==> src/rtl/btb_update_queue_pkg.sv <==
// Shared types and helpers for the BTB update queue: the queued write record,
// the branch-type and counter encodings, and the 2-bit saturating counter step.
package btb_update_queue_pkg;

    localparam logic [1:0] BR_COND       = 2'b00;
    localparam logic [1:0] BR_JUMP       = 2'b10;
    localparam logic [1:0] CNTR_WEAK_T   = 2'b10;
    localparam logic [1:0] CNTR_STRONG_T = 2'b11;

    typedef struct packed {
        logic [29:0] vpc;
        logic [29:0] target;
        logic [1:0]  cntr;
        logic [1:0]  br_type;
        logic        way;
        logic        alloc;
    } btb_upd_t;

    function automatic logic [1:0] sat2_update(input logic [1:0] cntr, input logic taken);
        logic [1:0] res;
        res = cntr;
        if (taken) begin
            if (cntr != 2'b11) res = cntr + 2'd1;
        end else begin
            if (cntr != 2'b00) res = cntr - 2'd1;
        end
        return res;
    endfunction

endpackage

==> src/rtl/btb_update_queue_if.sv <==
// BTB write-port bundle: valid/ready handshake plus the packed write record.
// The queue drives it as master; the BTB write port is the slave.
interface btb_update_queue_if;
    import btb_update_queue_pkg::*;

    logic     btb_wr_vld;
    logic     btb_wr_rdy;
    btb_upd_t btb_wr_dat;

    modport master (output btb_wr_vld, output btb_wr_dat, input  btb_wr_rdy);
    modport slave  (input  btb_wr_vld, input  btb_wr_dat, output btb_wr_rdy);

endinterface

==> src/rtl/btb_update_queue_fifo.sv <==
// DEPTH-entry ring of btb_upd_t records with full/empty flags and an occupancy count.
// Head is read combinationally; push is ignored when full unless a pop frees a slot the same edge.
module btb_upd_fifo
    import btb_update_queue_pkg::*;
#(
    parameter int DEPTH = 4
) (
    input  logic     clk_i,
    input  logic     rst_ni,
    input  logic     push_i,
    input  btb_upd_t push_dat_i,
    input  logic     pop_i,
    output btb_upd_t head_dat_o,
    output logic     full_o,
    output logic     empty_o
);

    localparam int PW = (DEPTH > 1) ? $clog2(DEPTH) : 1;
    localparam int CW = $clog2(DEPTH + 1);

    btb_upd_t          mem_q [DEPTH];
    logic [PW-1:0]     wr_ptr_q, wr_ptr_d;
    logic [PW-1:0]     rd_ptr_q, rd_ptr_d;
    logic [CW-1:0]     cnt_q, cnt_d;
    logic              push_ok, pop_ok;

    assign full_o     = (cnt_q == CW'(DEPTH));
    assign empty_o    = (cnt_q == '0);
    assign pop_ok     = pop_i & ~empty_o;
    assign push_ok    = push_i & (~full_o | pop_ok);
    assign head_dat_o = mem_q[rd_ptr_q];

    // Power-of-two DEPTH lets the pointers wrap by natural overflow.
    always_comb begin
        wr_ptr_d = wr_ptr_q;
        rd_ptr_d = rd_ptr_q;
        cnt_d    = cnt_q;
        if (push_ok) wr_ptr_d = wr_ptr_q + PW'(1);
        if (pop_ok)  rd_ptr_d = rd_ptr_q + PW'(1);
        if (push_ok && !pop_ok)      cnt_d = cnt_q + CW'(1);
        else if (!push_ok && pop_ok) cnt_d = cnt_q - CW'(1);
    end

    always_ff @(posedge clk_i or negedge rst_ni) begin
        if (!rst_ni) begin
            for (int i = 0; i < DEPTH; i++) mem_q[i] <= '0;
            wr_ptr_q <= '0;
            rd_ptr_q <= '0;
            cnt_q    <= '0;
        end else begin
            if (push_ok) mem_q[wr_ptr_q] <= push_dat_i;
            wr_ptr_q <= wr_ptr_d;
            rd_ptr_q <= rd_ptr_d;
            cnt_q    <= cnt_d;
        end
    end

endmodule

==> src/rtl/btb_update_queue.sv <==
// Turns resolved-branch outcomes into BTB/bimodal write requests, buffered in a DEPTH-entry FIFO.
// Latency 1 cycle through the FIFO; 0 cycles when BTB_UPD_BYPASS_EN is defined and the queue is empty with ready high.
// Drains one write per cycle with btb_wr_rdy high; a qualifying update arriving full with no pop is dropped (upd_drop_o).
module btb_update_queue
    import btb_update_queue_pkg::*;
#(
    parameter int DEPTH = 4
) (
    input  logic        cpu_clock_i,
    input  logic        cpu_reset_ni,
    input  logic        c1_valid_i,
    input  logic        c1_excp_i,
    input  logic        c1_bm_mod_i,
    input  logic        c1_btb_hit_i,
    input  logic [29:0] c1_btb_vpc_i,
    input  logic [31:0] c1_btb_target_i,
    input  logic [1:0]  c1_cntr_pred_i,
    input  logic        c1_bnch_tkn_i,
    input  logic [1:0]  c1_bnch_type_i,
    input  logic        c1_btb_way_i,
    btb_update_queue_if.master btb_wr,
    output logic        upd_drop_o
);

    btb_upd_t upd;
    btb_upd_t head_dat;
    logic     need, req_vld, is_cond;
    logic     fifo_full, fifo_empty;
    logic     push, pop, byp;
    logic     victim_q, victim_d;
    logic     drop_q, drop_d;
    logic     unused_tgt_lsb;

    assign unused_tgt_lsb = ^c1_btb_target_i[1:0];

    assign need    = c1_valid_i & (c1_excp_i | c1_bm_mod_i);
    // A not-taken miss has nothing worth allocating.
    assign req_vld = need & (c1_btb_hit_i | c1_bnch_tkn_i);
    assign is_cond = (c1_bnch_type_i == BR_COND);

    always_comb begin
        upd         = '0;
        upd.vpc     = c1_btb_vpc_i;
        upd.target  = c1_btb_target_i[31:2];
        upd.br_type = c1_bnch_type_i;
        if (c1_btb_hit_i) begin
            upd.alloc = 1'b0;
            upd.way   = c1_btb_way_i;
            upd.cntr  = is_cond ? sat2_update(c1_cntr_pred_i, c1_bnch_tkn_i) : CNTR_STRONG_T;
        end else begin
            upd.alloc = 1'b1;
            upd.way   = victim_q;
            upd.cntr  = is_cond ? CNTR_WEAK_T : CNTR_STRONG_T;
        end
    end

`ifdef BTB_UPD_BYPASS_EN
    assign byp = fifo_empty & req_vld & btb_wr.btb_wr_rdy;
`else
    assign byp = 1'b0;
`endif

    assign pop  = ~fifo_empty & btb_wr.btb_wr_rdy;
    assign push = req_vld & ~byp & (~fifo_full | pop);

    assign btb_wr.btb_wr_vld = ~fifo_empty | byp;
    assign btb_wr.btb_wr_dat = byp ? upd : head_dat;
    assign upd_drop_o        = drop_q;

    always_comb begin
        drop_d   = req_vld & ~byp & fifo_full & ~pop;
        victim_d = victim_q ^ (upd.alloc & (push | byp));
    end

    always_ff @(posedge cpu_clock_i or negedge cpu_reset_ni) begin
        if (!cpu_reset_ni) begin
            victim_q <= 1'b0;
            drop_q   <= 1'b0;
        end else begin
            victim_q <= victim_d;
            drop_q   <= drop_d;
        end
    end

    btb_upd_fifo #(.DEPTH(DEPTH)) u_fifo (
        .clk_i      (cpu_clock_i),
        .rst_ni     (cpu_reset_ni),
        .push_i     (push),
        .push_dat_i (upd),
        .pop_i      (pop),
        .head_dat_o (head_dat),
        .full_o     (fifo_full),
        .empty_o    (fifo_empty)
    );

endmodule
==> src/flat_wrapper.sv <==
// flat-port wrapper written by rule: the top's interface ports become plain ports
module btb_update_queue_flat import btb_update_queue_pkg::*;
#(
    parameter int DEPTH = 4
)
  (cpu_clock_i, cpu_reset_ni, c1_valid_i, c1_excp_i, c1_bm_mod_i, c1_btb_hit_i, c1_btb_vpc_i, c1_btb_target_i, c1_cntr_pred_i, c1_bnch_tkn_i, c1_bnch_type_i, c1_btb_way_i, upd_drop_o, btb_wr_btb_wr_vld, btb_wr_btb_wr_dat, btb_wr_btb_wr_rdy);
  btb_update_queue_if btb_wr_i ();
  input  logic cpu_clock_i;
  input  logic cpu_reset_ni;
  input  logic c1_valid_i;
  input  logic c1_excp_i;
  input  logic c1_bm_mod_i;
  input  logic c1_btb_hit_i;
  input  logic [29:0] c1_btb_vpc_i;
  input  logic [31:0] c1_btb_target_i;
  input  logic [1:0] c1_cntr_pred_i;
  input  logic c1_bnch_tkn_i;
  input  logic [1:0] c1_bnch_type_i;
  input  logic c1_btb_way_i;
  output logic upd_drop_o;
  output wire logic [$bits(btb_wr_i.btb_wr_vld)-1:0] btb_wr_btb_wr_vld;
  output wire logic [$bits(btb_wr_i.btb_wr_dat)-1:0] btb_wr_btb_wr_dat;
  input wire logic [$bits(btb_wr_i.btb_wr_rdy)-1:0] btb_wr_btb_wr_rdy;
  assign btb_wr_btb_wr_vld = btb_wr_i.btb_wr_vld;
  assign btb_wr_btb_wr_dat = btb_wr_i.btb_wr_dat;
  assign btb_wr_i.btb_wr_rdy = btb_wr_btb_wr_rdy;
  btb_update_queue #(.DEPTH(DEPTH)) u_core (.cpu_clock_i(cpu_clock_i), .cpu_reset_ni(cpu_reset_ni), .c1_valid_i(c1_valid_i), .c1_excp_i(c1_excp_i), .c1_bm_mod_i(c1_bm_mod_i), .c1_btb_hit_i(c1_btb_hit_i), .c1_btb_vpc_i(c1_btb_vpc_i), .c1_btb_target_i(c1_btb_target_i), .c1_cntr_pred_i(c1_cntr_pred_i), .c1_bnch_tkn_i(c1_bnch_tkn_i), .c1_bnch_type_i(c1_bnch_type_i), .c1_btb_way_i(c1_btb_way_i), .btb_wr(btb_wr_i), .upd_drop_o(upd_drop_o));
endmodule
==> config.mk <==
export PLATFORM = sky130hd
export DESIGN_NAME = btb_update_queue_flat
export DESIGN_NICKNAME = d
export VERILOG_FILES = /design/src/rtl/btb_update_queue_pkg.sv /design/src/rtl/btb_update_queue_if.sv /design/src/rtl/btb_update_queue_fifo.sv /design/src/rtl/btb_update_queue.sv /design/src/flat_wrapper.sv
export SDC_FILE = /design/constraint.sdc
export NUM_CORES = 1
export LEC_CHECK = 0
export CAP_MARGIN = 20
export CORE_UTILIZATION = 45
export CTS_CLUSTER_SIZE = 30
export DETAILED_ROUTE_END_ITERATION = 12
export PLACE_DENSITY = 0.66
export SYNTH_ARGS = -nofsm -noshare
export SYNTH_HDL_FRONTEND = slang
export SYNTH_SLANG_ARGS = --single-unit
export TNS_END_PERCENT = 30
==> constraint.sdc <==
create_clock -name cpu_clock_i -period 2.79 [get_ports cpu_clock_i]
set_input_delay 0.558 -clock cpu_clock_i [delete_from_list [all_inputs] [get_ports cpu_clock_i]]
set_output_delay 0.558 -clock cpu_clock_i [all_outputs]
set_load 0.02 [all_outputs]
==> key figures <==
STA
  – Slew @ Worst Pin: 839 ps
  – Hold Fails Final Rpt: 0
  – Worst clock skew: 10.4 ps
  – Period minus WS final: 2730 ps
  – Fin. max-slew vios: 0
  – # setup viols final: 0
  – Slew HR: 43.3%
  – Final Cycle Share: 97.8%
  – Setup ws final: 61.6 ps
  – Fmax: 367 MHz

Clock tree
  – Root Driver: clkbuf_16
  – Cts bufs inserted: 30
  – CTS Buffer Depth: 3
  – CTS sink count: 273
  – H-tree depth: 1
  – Hold buffer count at cts: 0
  – Clk pin slew, worst setup/hold paths: 60 ps
  – Clock latency on the worst-skew pair: 550 ps
  – CTS tree: yes

Detailed routing
  – Drt initial violations: 260
  – Wire per inst: 22.1 um
  – Drt drc: 0
  – Router iterations before antenna repair: 6
  – Detail Route Antenna Nets: 0
  – Via density: 5.35
  – Post-Route WL: 27.8 mm
  – Vias: 6732

Synthesis
  – Synth area leader: dfrtp_1
  – Number of synthesized flops with an enable pin: 0
  – FFs w/ async S/R, synth: 100%
  – Synth Flop Type: dfrtp_1
  – Yosys top cell area share: 53.4%
  – Synth Net Count: 768
  – Mapped Area: 0.0128 mm^2
  – Most frequent cell after synthesis: dfrtp_1
  – #FFs+latches synth: 273
  – Cells after synthesis: 687
  – Most frequent cells after synthesis: 273 x dfrtp_1, 160 x mux2_4, 106 x mux2_2
  – Synth unique cells: 28
  – Synthesis Warnings: 0
  – Syn avg cell area: 18.6 um^2
  – Sequential share of the synthesized area: 53.4%
  – Synth top area cells: dfrtp_1 53%, mux2_4 19%, mux4_2 12%

Die
  – I/O pins: 143
  – Die width: 171 um
  – Row cnt: 61
  – DIE HEIGHT: 171 um
  – Core area: 0.0279 mm^2
  – Die ar.: 0.0291 mm^2
  – Starting density of the core: 45.9%

Final layout
  – Nets: 939
  – Core Util, Final: 56.5%
  – Fill cell count: 2132
  – Final Instance Area: 0.0157 mm^2
  – N_diodes: 0
  – Area grow syn2layout: 23.0%
  – Fraction of final layout cells sized beyond drive strength 1: 49.2%

Critical path
  – Crit-path max FO: 11
  – Critical path data required time: 2230 ps
  – Worst setup EP type: output port
  – Critical path arrival: 2170 ps
  – Buffers & Inverters on Critical Path: 3
  – Cell family with most CP delay: buffers and inverters
  – Startpoint type of the worst setup path: flop
  – Crit path largest cell delay: 520 ps
  – CP Class: reg -> out
  – CP Cell Sequence: buf_4, buf_16, mux4_2, dlygate4sd2_1
  – Slowest cell on crit path: mux4_2

Placed design
  – Final Wtd Congestion: 0.732
  – Hpwl dp: 17.6 mm
  – Place WS: 16.3 ps
  – Number of port buffers: 140
  – Cell Area, Placed: 0.0147 mm^2

Pwr
  – Max IR drop VDD: 539 uV
  – PwrDens: 1290 mW/mm^2
  – Pwr Total: 20300 uW
  – Leak Pwr: 0.00725 uW

Global routing
  – Vias in the first global route: 7822
  – Antenna violations before repair: 0
  – Largest net degree at the start of global routing: 97
  – First-pass GRT wire length: 44.1 mm
  – Overflow after GRT: 0
  – Gr usage total: 19.6%

Run
  – Total of max-cap violations: 0

Status
  – Status: finished clean

Worst hold path
  – Path category of the worst min-delay check: in -> async
worst reg2reg max path: stages (launching register included):
cell,delay [ps]
dfrtp_1,430
or3_1,410
nand2_1,140
ha_1,180
inv_1,60
fa_1,440
xor2_1,180
nor2_1,130
xor2_1,160
sequential cells by signal, indices dropped and copies added, names as in the netlist:
signal / cells
u_core.u_fifo.mem_q: 264
u_core.upd_drop_o: 1
u_core.u_fifo.wr_ptr_q: 2
u_core.u_fifo.rd_ptr_q: 2
u_core.u_fifo.cnt_q: 3
u_core.victim_q: 1
area by class of cell:
cell class,count,area [um^2],share of cell area (%)
multi-input cells,366,5400,34.3
flip-flops and latches,273,6840,43.5
well taps,378,473,3.01
clock inverters,7,77.6,0.493
inverters,4,15.0,0.0954
repair buffers,183,2010,12.8
clock buffers,47,915,5.81
repair_timing:
item	in CTS	in global routing
gates resized for setup	68	34
gates cloned	0	2
setup endpoints to repair	66	24
buffers inserted	3	3
routing by layer:
metal / global-route usage (%) / part of all wire, % / vias up
met2: 34.3 / 52 / 144
met5: 0 / 0 / -
met4: 5.48 / 2.1 / 0
met1: 24.9 / 41 / 3641
met3: 3.31 / 4.4 / 41
li1: - / - / 2906
metrics by stage:
step	hold WS, ps	instances	setup TNS (ps)
2_1_floorplan	262	687	0
3_3_place_gp	464	1196	0
3_5_place_dp	469	1196	0
4_1_cts	85.8	1253	0
5_1_grt	108	1258	-23.7
6_report	31.8	1258	0
final timing paths:
| path | from | end | slack [ps] | depth (start not counted) |
|---|---|---|---|---|
| max | u_core.u_fifo.rd_ptr_q[0] | btb_wr_btb_wr_dat[28] | 60 | 4 |
| max in group asynchronous | cpu_reset_ni | u_core.u_fifo.mem_q[20] | 1930 | 2 |
| min in group cpu_clock_i | u_core.u_fifo.cnt_q[2] | u_core.u_fifo.cnt_q[2] | 480 | 1 |
| min | cpu_reset_ni | u_core.u_fifo.mem_q[45] | 30 | 1 |
| min reg2reg | u_core.u_fifo.cnt_q[2] | u_core.u_fifo.cnt_q[2] | 480 | 1 |
| max reg2reg | u_core.u_fifo.cnt_q[0] | u_core.u_fifo.cnt_q[2] | 570 | 8 |
where the power goes:
part           internal (uW)  switching, uW
clock network           2330           1560
registers               5970           1140
logic                   5450           3850
total                  13800           6560
cell families after synthesis:
| kind of cell | Yosys count | share of synthesized area, % |
|---|---|---|
| AOI/OAI and AO/OA | 5 | 0.294 |
| xor gates and xnor gates | 7 | 0.480 |
| adders and majority gates | 6 | 0.646 |
| buffers and inverters | 48 | 4.32 |
| DFF | 273 | 53.4 |
| muxes | 332 | 39.8 |
| and+or+nand+nor | 16 | 1.08 |
placed cells by master (no fill, tap or decap), types with 2 or more instances in the layout:
cell / instances
xor2_1: 2
mux4_2: 66
mux2_2: 106
dlygate4sd2_1: 34
clkbuf_2: 2
nand3_4: 4
dfrtp_1: 271
clkbuf_16: 32
dfrtp_4: 2
clkinv_2: 3
nand3_1: 4
inv_1: 4
clkbuf_8: 10
nor2_1: 3
clkbuf_1: 7
clkdlybuf4s50_1: 73
ha_1: 5
buf_4: 17
buf_12: 22
clkdlybuf4s15_1: 30
xnor2_1: 5
mux2_4: 160
Note: power is estimated with default switching activity, not from simulation.
